<file path="src/rtl/fetch_region_ctrl.sv">
// fetch_region_ctrl: PC-tag region decode, per-source read enables, wait-state handshake, fault capture
module fetch_region_ctrl #(
    parameter int ADDR_W = 32,
    parameter int TAG_W = 4,
    parameter int NUM_REGIONS = 4,
    parameter int SEL_W = 2,
    parameter logic [TAG_W*NUM_REGIONS-1:0] REGION_TAGS = {4'hC, 4'h8, 4'h4, 4'h1},
    parameter logic [NUM_REGIONS-1:0] WAIT_MASK = 4'b1100,
    parameter int CNT_W = 16
) (
    input  logic                   clk,
    input  logic                   reset,
    input  logic [ADDR_W-1:0]      pc,
    input  logic                   pc_valid,
    input  logic                   stall,
    input  logic [NUM_REGIONS-1:0] mem_ready,
    output logic [NUM_REGIONS-1:0] re,
    output logic [SEL_W-1:0]       if_sel,
    output logic                   fetch_stall,
    output logic                   fault,
    output logic                   fault_sticky,
    input  logic                   fault_clr,
    output logic [ADDR_W-1:0]      fault_pc,
    output logic [CNT_W-1:0]       wait_cnt
);
    typedef enum logic {ISSUE, WAIT} state_t;
    state_t state_q, state_d;
    logic [TAG_W-1:0] tag;
    logic [SEL_W-1:0] win, pend;
    logic legal, accept, ready;
    assign tag = pc[ADDR_W-1 -: TAG_W];
    assign ready = mem_ready[pend];
    // tag decode, scanning downward so the lowest matching region wins
    always_comb begin
        legal = 1'b0;
        win = '0;
        for (int i = NUM_REGIONS - 1; i >= 0; i--)
            if (tag == REGION_TAGS[i*TAG_W +: TAG_W]) begin
                legal = 1'b1;
                win = SEL_W'(i);
            end
    end
    // next state and read enables; outputs are forced quiet while reset is held
    always_comb begin
        state_d = state_q;
        re = '0;
        fetch_stall = 1'b0;
        accept = 1'b0;
        if (state_q == ISSUE) begin
            accept = pc_valid && !stall;
            if (accept && legal) begin
                re[win] = 1'b1;
                if (WAIT_MASK[win]) state_d = WAIT;
            end
        end else begin
            re[pend] = 1'b1;
            fetch_stall = !ready;
            if (ready) state_d = ISSUE;
        end
        if (!reset) begin
            re = '0;
            fetch_stall = 1'b0;
        end
    end
    // state register
    always_ff @(posedge clk or negedge reset)
        if (!reset) state_q <= ISSUE;
        else state_q <= state_d;
    // mux select, pending region, fault capture and wait-cycle counter
    always_ff @(posedge clk or negedge reset)
        if (!reset) begin
            if_sel <= '0;
            pend <= '0;
            fault <= 1'b0;
            fault_sticky <= 1'b0;
            fault_pc <= '0;
            wait_cnt <= '0;
        end else begin
            fault <= accept && !legal;
            fault_sticky <= (accept && !legal) ? 1'b1 : fault_clr ? 1'b0 : fault_sticky;
            if (accept && !legal) fault_pc <= pc;
            if (accept && legal) if_sel <= win;
            if (accept && legal && WAIT_MASK[win]) pend <= win;
            if (state_q == WAIT && !ready && wait_cnt != '1) wait_cnt <= wait_cnt + 1'b1;
        end
endmodule

</file>
<file path="config.mk">
export PLATFORM = sky130hd
export DESIGN_NAME = fetch_region_ctrl
export DESIGN_NICKNAME = d
export VERILOG_FILES = /design/src/rtl/fetch_region_ctrl.sv
export SDC_FILE = /design/constraint.sdc
export NUM_CORES = 1
export LEC_CHECK = 0
export ABC_CLOCK_PERIOD_IN_PS = 2700
export CAP_MARGIN = 20
export CORE_AREA = 4 4 91 93
export DETAILED_ROUTE_END_ITERATION = 8
export DIE_AREA = 0 0 95 97
export PLACE_DENSITY = 0.77
export SLEW_MARGIN = 20
export SYNTH_ARGS = -nofsm -noshare
export SYNTH_HDL_FRONTEND = slang
export SYNTH_SLANG_ARGS = --single-unit
</file>
<file path="constraint.sdc">
create_clock -name clk -period 2.7 [get_ports clk]
set_clock_uncertainty 0.15 [all_clocks]
set_input_delay 0.54 -clock clk [delete_from_list [all_inputs] [get_ports clk]]
set_output_delay 0.54 -clock clk [all_outputs]
set_load 0.01 [all_outputs]
</file>
---- Yosys cells after proc, flatten, opt, wreduce, memory -nomap -nowiden ----
Cells that the tools add are included.
storage, ports and cells
  memory bits (read-only) ................. 0
  output and inout bits ................... 57
  bits in writable memories ............... 0
  bits in latches ......................... 0
  logic and storage cells ................. 58
  memories ................................ 0
  flip-flop bits (word level) ............. 55
operators by class
  bitwise logic cells ..................... 0
  eq/ne operators ......................... 5
  magnitude comparators ................... 4
  reductions and logical operators ........ 13
  $add $sub $neg .......................... 1
  shift operators ......................... 0
  divide/modulo/power cells ............... 0
  $mul .................................... 0
  mux-type cells .......................... 28
operators with widths
  cell                                                                                 count
  1-bit 2-to-1 mux                                                                     17
  16-bit by 1-bit adder with 16-bit output, second input constant                      1
  16-bit != test, second input constant                                                1
  4-bit 2-to-1 mux                                                                     3
  1-bit logical AND                                                                    9
  4-bit == test, second input constant                                                 2
  2-bit 2-to-1 mux                                                                     4
  2-bit by 3-bit less-than comparator with 1-bit output, second input constant         2
  1-bit binary-select mux with 2-bit select                                            2
  1-bit demux with 2-bit select                                                        2
  4-bit by 1-bit == test with 1-bit output, second input constant                      1
  4-bit by 3-bit == test with 1-bit output, second input constant                      1
  2-bit by 1-bit greater-or-equal comparator with 1-bit output, second input constant  2
  1-bit zero test                                                                      3
  2-bit nonzero test                                                                   1

---- Longest topological paths before layout ----
  depth after elaboration ................. 12
  gate-level depth with buffers ........... 6
  gate-level depth less buffers ........... 5

---- Least setup slack after synthesis ----
No wires, ideal clock.
  kind .................................... in2out
  from .................................... in pc[29]
  to ...................................... out re[3]
  arrival ................................. 1.576 ns
  slack ................................... 0.434 ns
  required time ........................... 2.010 ns
  stages .................................. 4
  path through ............................ nor4b_4 nor3b_1 nand2_1 a21boi_0
on the way
  longest elaborated chain between the ends .. 12
  elaborated cells between the ends (all ways) .. 21
  those cells by class .................... order compare: 2; eq/ne: 4; mux: 13; reduce/logical: 2
RTL lines
  item                                                                                                                                                                line  text
  start: declaration                                                                                                                                                  13    input logic [ADDR_W-1:0] pc,
  4-bit == test                                                                                                                                                       38    if (tag == REGION_TAGS[i*TAG_W +: TAG_W]) begin
  2-bit 2-to-1 mux (4 in a row)                                                                                                                                       38
  2-bit by 3-bit less-than comparator with 1-bit output (not written as such) / 2-bit by 1-bit greater-or-equal comparator with 1-bit output (equally long branches)  52    re[win] = 1'b1;
  1-bit logical AND (not written as such)                                                                                                                             52
  1-bit 2-to-1 mux (not written as such)                                                                                                                              52
  1-bit demux with 2-bit select                                                                                                                                       52
  4-bit 2-to-1 mux (*)                                                                                                                                                51    if (accept && legal) begin
  4-bit 2-to-1 mux (*)                                                                                                                                                49    if (state_q == ISSUE) begin
  4-bit 2-to-1 mux (*)                                                                                                                                                60    if (!reset) begin
  end: declaration                                                                                                                                                    17    output logic [NUM_REGIONS-1:0] re,
Mark *: on every way between the ends. The rest lies on a longest branch, timed or not.

---- Final worst setup path ----
  from .................................... in stall
  to ...................................... out re[1]
on the way
  longest elaborated chain between the ends .. 6
RTL lines
  item                line  text
  start: declaration  15    input logic stall,
  1-bit zero test     50    accept = pc_valid && !stall;
  1-bit logical AND   50
  1-bit logical AND   51
  4-bit 2-to-1 mux    51
  4-bit 2-to-1 mux    49
  4-bit 2-to-1 mux    60
Every way passes these cells.

==> Implementation_results.wiki <==
{| class="wikitable"
! Metric !! Value
|-
| CP Data Arrival Time || 1.83 ns
|-
| Critical path required time || 2.01 ns
|-
| Part of the power in combinational logic || 0.280
|-
| Number of distinct standard cells referenced by the synthesized netlist || 42
|-
| Die Outline Area || 9220 um2
|-
| Worst Path Class, Setup || input port to output port
|-
| Worst R2R Path Depth || 5
|-
| Layout cells sized above 1 || 0.252
|-
| CP startpoint kind || input port
|-
| Prevailing post-synth register cell || sky130_fd_sc_hd__dfrtp_1
|-
| Placed insts || 399
|-
| Grt total ovfl || 0
|-
| Clock Path Buffers || 2
|-
| Post-detailed-route DRC marker count || 0
|-
| Sequential-to-total area share from yosys stat || 0.541
|-
| Category of the worst setup path capture point || output port
|-
| Cell chosen for the clock root || sky130_fd_sc_hd__clkbuf_8
|-
| Number of nets with antenna violations after routing || 0
|-
| Finished Core Util || 0.505
|-
| N_diodes || 0
|-
| Wire length of the first global-routing pass || 10100 um
|-
| TritonCTS clock tree || built
|-
| Minimum clock period || 2.52 ns
|-
| Count of placed standard cells in the final layout, fillers left out || 408
|-
| Part of the total power dissipated in sequential elements || 0.466
|-
| Peak Freq || 397 MHz
|-
| Switching part of the total power || 0.260
|-
| Starting density of the core || 0.338
|-
| Commonest non-fill, non-tap cell in the layout || sky130_fd_sc_hd__clkdlybuf4s50_1
|-
| Die width || 95 um
|-
| Detail-routed via count per cell || 4.83
|-
| Overall track demand over capacity in global routing || 0.136
|-
| Outcome || complete, no violations
|-
| Maximum level of the CTS H-tree || 2
|-
| Number of enable flip-flop cells after synthesis || 0
|-
| Post-Synthesis Cells || 194
|-
| Number of iterations in the first detailed-routing pass || 4
|-
| Routed wire length per instance || 14.9 um
|-
| Cts bufs inserted || 5
|-
| Destination of the worst register-to-register timing path || wait_cnt[1]
|-
| Number of endpoints failing setup at the final stage || 0
|-
| Total number of vias || 1970
|-
| Chip height || 97 um
|-
| RR Startpoint || pend[1]
|-
| Core Footprint || 7530 um2
|-
| Total of hold buffers inserted after clock tree synthesis || 0
|-
| RSZ-0062 raised after global routing || false
|-
| Leading cell types in the layout, fill and taps excluded || sky130_fd_sc_hd__clkdlybuf4s50_1 (88), sky130_fd_sc_hd__dfrtp_1 (55), sky130_fd_sc_hd__mux2_2 (33)
|-
| Warnings, synthesis || 0
|-
| Ports || 98
|-
| Clock-pin slew on the worst setup and hold paths || 0.10 ns
|-
| Power Dens Cells || 590 nW/um2
|-
| DRC marker count from the first detailed-route iteration || 46
|-
| Post-synthesis instance area || 2540 um2
|-
| Worst vdd ir || 0.000477 V
|-
| Number of endpoints with negative hold slack in the final report || 0
|-
| Clock insertion delay at the later pin of the skew report || 0.30 ns
|-
| Final Max Tran Viols || 0
|-
| Final Routed Wirelength || 6100 um
|-
| Path category of the worst min-delay check || input port to async pin
|-
| Largest net degree at the start of global routing || 43
|-
| Worst relative slew slack || 0.567
|-
| P_int || 1.66 mW
|-
| Share of flip-flops with an asynchronous set or reset after synthesis || 1.00
|-
| Clk network pwr share || 0.253
|-
| CTS sink count || 55
|-
| Number of synthesized register bits || 55
|-
| Maximum fanout along the worst path || 2
|-
| Net switching power figure || 0.583 mW
|-
| Pleak || 1.66 nW
|-
| Area grow syn2layout || 49.6%
|-
| Actual slew at the worst max-slew pin || 0.644 ns
|-
| Max-cap violations || 0
|-
| Setup slack, reg-to-reg || 0.72 ns
|-
| Number of antenna violations at the first check in global routing || 0
|-
| Final cycle utilization of the critical path || 0.933
|-
| Final net count || 347
|-
| Half-perimeter wire length after detailed placement || 4690 um
|-
| Number of global-route vias before repair || 2059
|-
| Routability cong. || 0.809
|-
| Port Buf Inserts || 97
|-
| Row cnt || 32
|-
| Total nets after synthesis || 236
|-
| Post-synthesis average cell area || 13.1 um2
|}
-- how the worst max path moves through the flow --
stage	startpoint	endpoint	slack (ns)
after global placement	pc[29]	re[2]	-0.61
after floorplan	pc[29]	re[3]	0.43
final	stall	re[1]	0.18
after global routing	stall	re[1]	0.05
after CTS	pc[29]	re[2]	0.1
after detailed placement	pc[29]	re[2]	-0.62
-- state kept, by name, indices dropped and copies added, names as in the netlist --
| signal | flops |
|---|---|
| fault | 1 |
| fault_sticky | 1 |
| if_sel | 2 |
| fault_pc | 32 |
| wait_cnt | 16 |
| pend | 2 |
| state_q | 1 |
-- critical path, cell delays in order --
cell	delay, ns
sky130_fd_sc_hd__dlygate4sd2_1	0.27
sky130_fd_sc_hd__nor4b_4	0.32
sky130_fd_sc_hd__buf_4	0.17
sky130_fd_sc_hd__nand2_1	0.06
sky130_fd_sc_hd__o32ai_1	0.19
sky130_fd_sc_hd__and2_1	0.15
sky130_fd_sc_hd__buf_2	0.12
-- synth_stat cells, types with 3 or more instances --
library cell              number  area (um2)
sky130_fd_sc_hd__dfrtp_1      55        1380
sky130_fd_sc_hd__nor2_1        3        11.3
sky130_fd_sc_hd__nand2_1      13        48.8
sky130_fd_sc_hd__nor3_1        5        25.0
sky130_fd_sc_hd__nor2b_1       4        25.0
sky130_fd_sc_hd__nor4_1        4        25.0
sky130_fd_sc_hd__buf_6         5        56.3
sky130_fd_sc_hd__nand4_1       5        31.3
sky130_fd_sc_hd__xor2_1       15         131
sky130_fd_sc_hd__nand3_1       6        30.0
sky130_fd_sc_hd__inv_1         6        22.5
sky130_fd_sc_hd__a22oi_1       3        22.5
sky130_fd_sc_hd__mux2_2       33         372
-- cell type report --
class                           count  area (um2)
Sequential cell                    55        1380
Multi-Input combinational cell    124        1090
Tap cell                          102         128
Fill cell                         694        3720
Inverter                            6        22.5
Clock buffer                        6        82.6
Clock inverter                      2        38.8
Timing Repair Buffer              113        1070
-- per-layer routing --
metal	wire [um]	part of all wire	global-route usage	up-vias
met3	432	0.071	0.0365	9
li1	-	-	-	920
met4	70	0.011	0.0300	0
met2	3010	0.49	0.229	73
met5	0	0	0	-
met1	2580	0.42	0.174	968
-- power groups by stage --
stage	registers [mW]	clock network [mW]	logic [mW]
after floorplan	1.11	0	0.194
after global placement	1.06	0	0.629
after detailed placement	1.07	0	0.639
after CTS	1.05	0.590	0.640
after global routing	1.07	0.626	0.679
final	1.05	0.569	0.630
-- kinds of logic (layout without fill, tap and decap cells) --
group / Yosys count / count (layout) / share of synthesized area
muxes: 35 / 35 / 0.157
and+or+nand+nor: 59 / 59 / 0.158
adders and majority gates: 1 / 1 / 0.00492
AOI/OAI and AO/OA: 13 / 13 / 0.0423
DFF: 55 / 55 / 0.541
buffers and inverters: 15 / 127 / 0.0418
xor gates and xnor gates: 16 / 16 / 0.0551
-- through the flow --
| step | hold WS [ns] | instance area (um2) | worst slack, ns | TNS [ns] | total power, mW |
|---|---|---|---|---|---|
| after floorplan | 0.0944 | 2540 | 0.434 | 0 | 1.31 |
| after global placement | 0.335 | 3690 | -0.610 | -2.16 | 1.69 |
| after detailed placement | 0.341 | 3690 | -0.618 | -2.25 | 1.71 |
| after CTS | 0.138 | 3810 | 0.0961 | 0 | 2.28 |
| after global routing | 0.141 | 3800 | 0.0550 | 0 | 2.37 |
| final | 0.126 | 3800 | 0.182 | 0 | 2.25 |
-- what timing repair did --
action / 4_1_cts / 5_1_grt
hold endpoints to repair: 0 / 0
resized for setup: 22 / 3
pin swaps: 2 / 1
setup endpoints to repair: 5 / 1
buffers inserted: 2 / 0
Note: power is estimated with default switching activity, not from simulation.
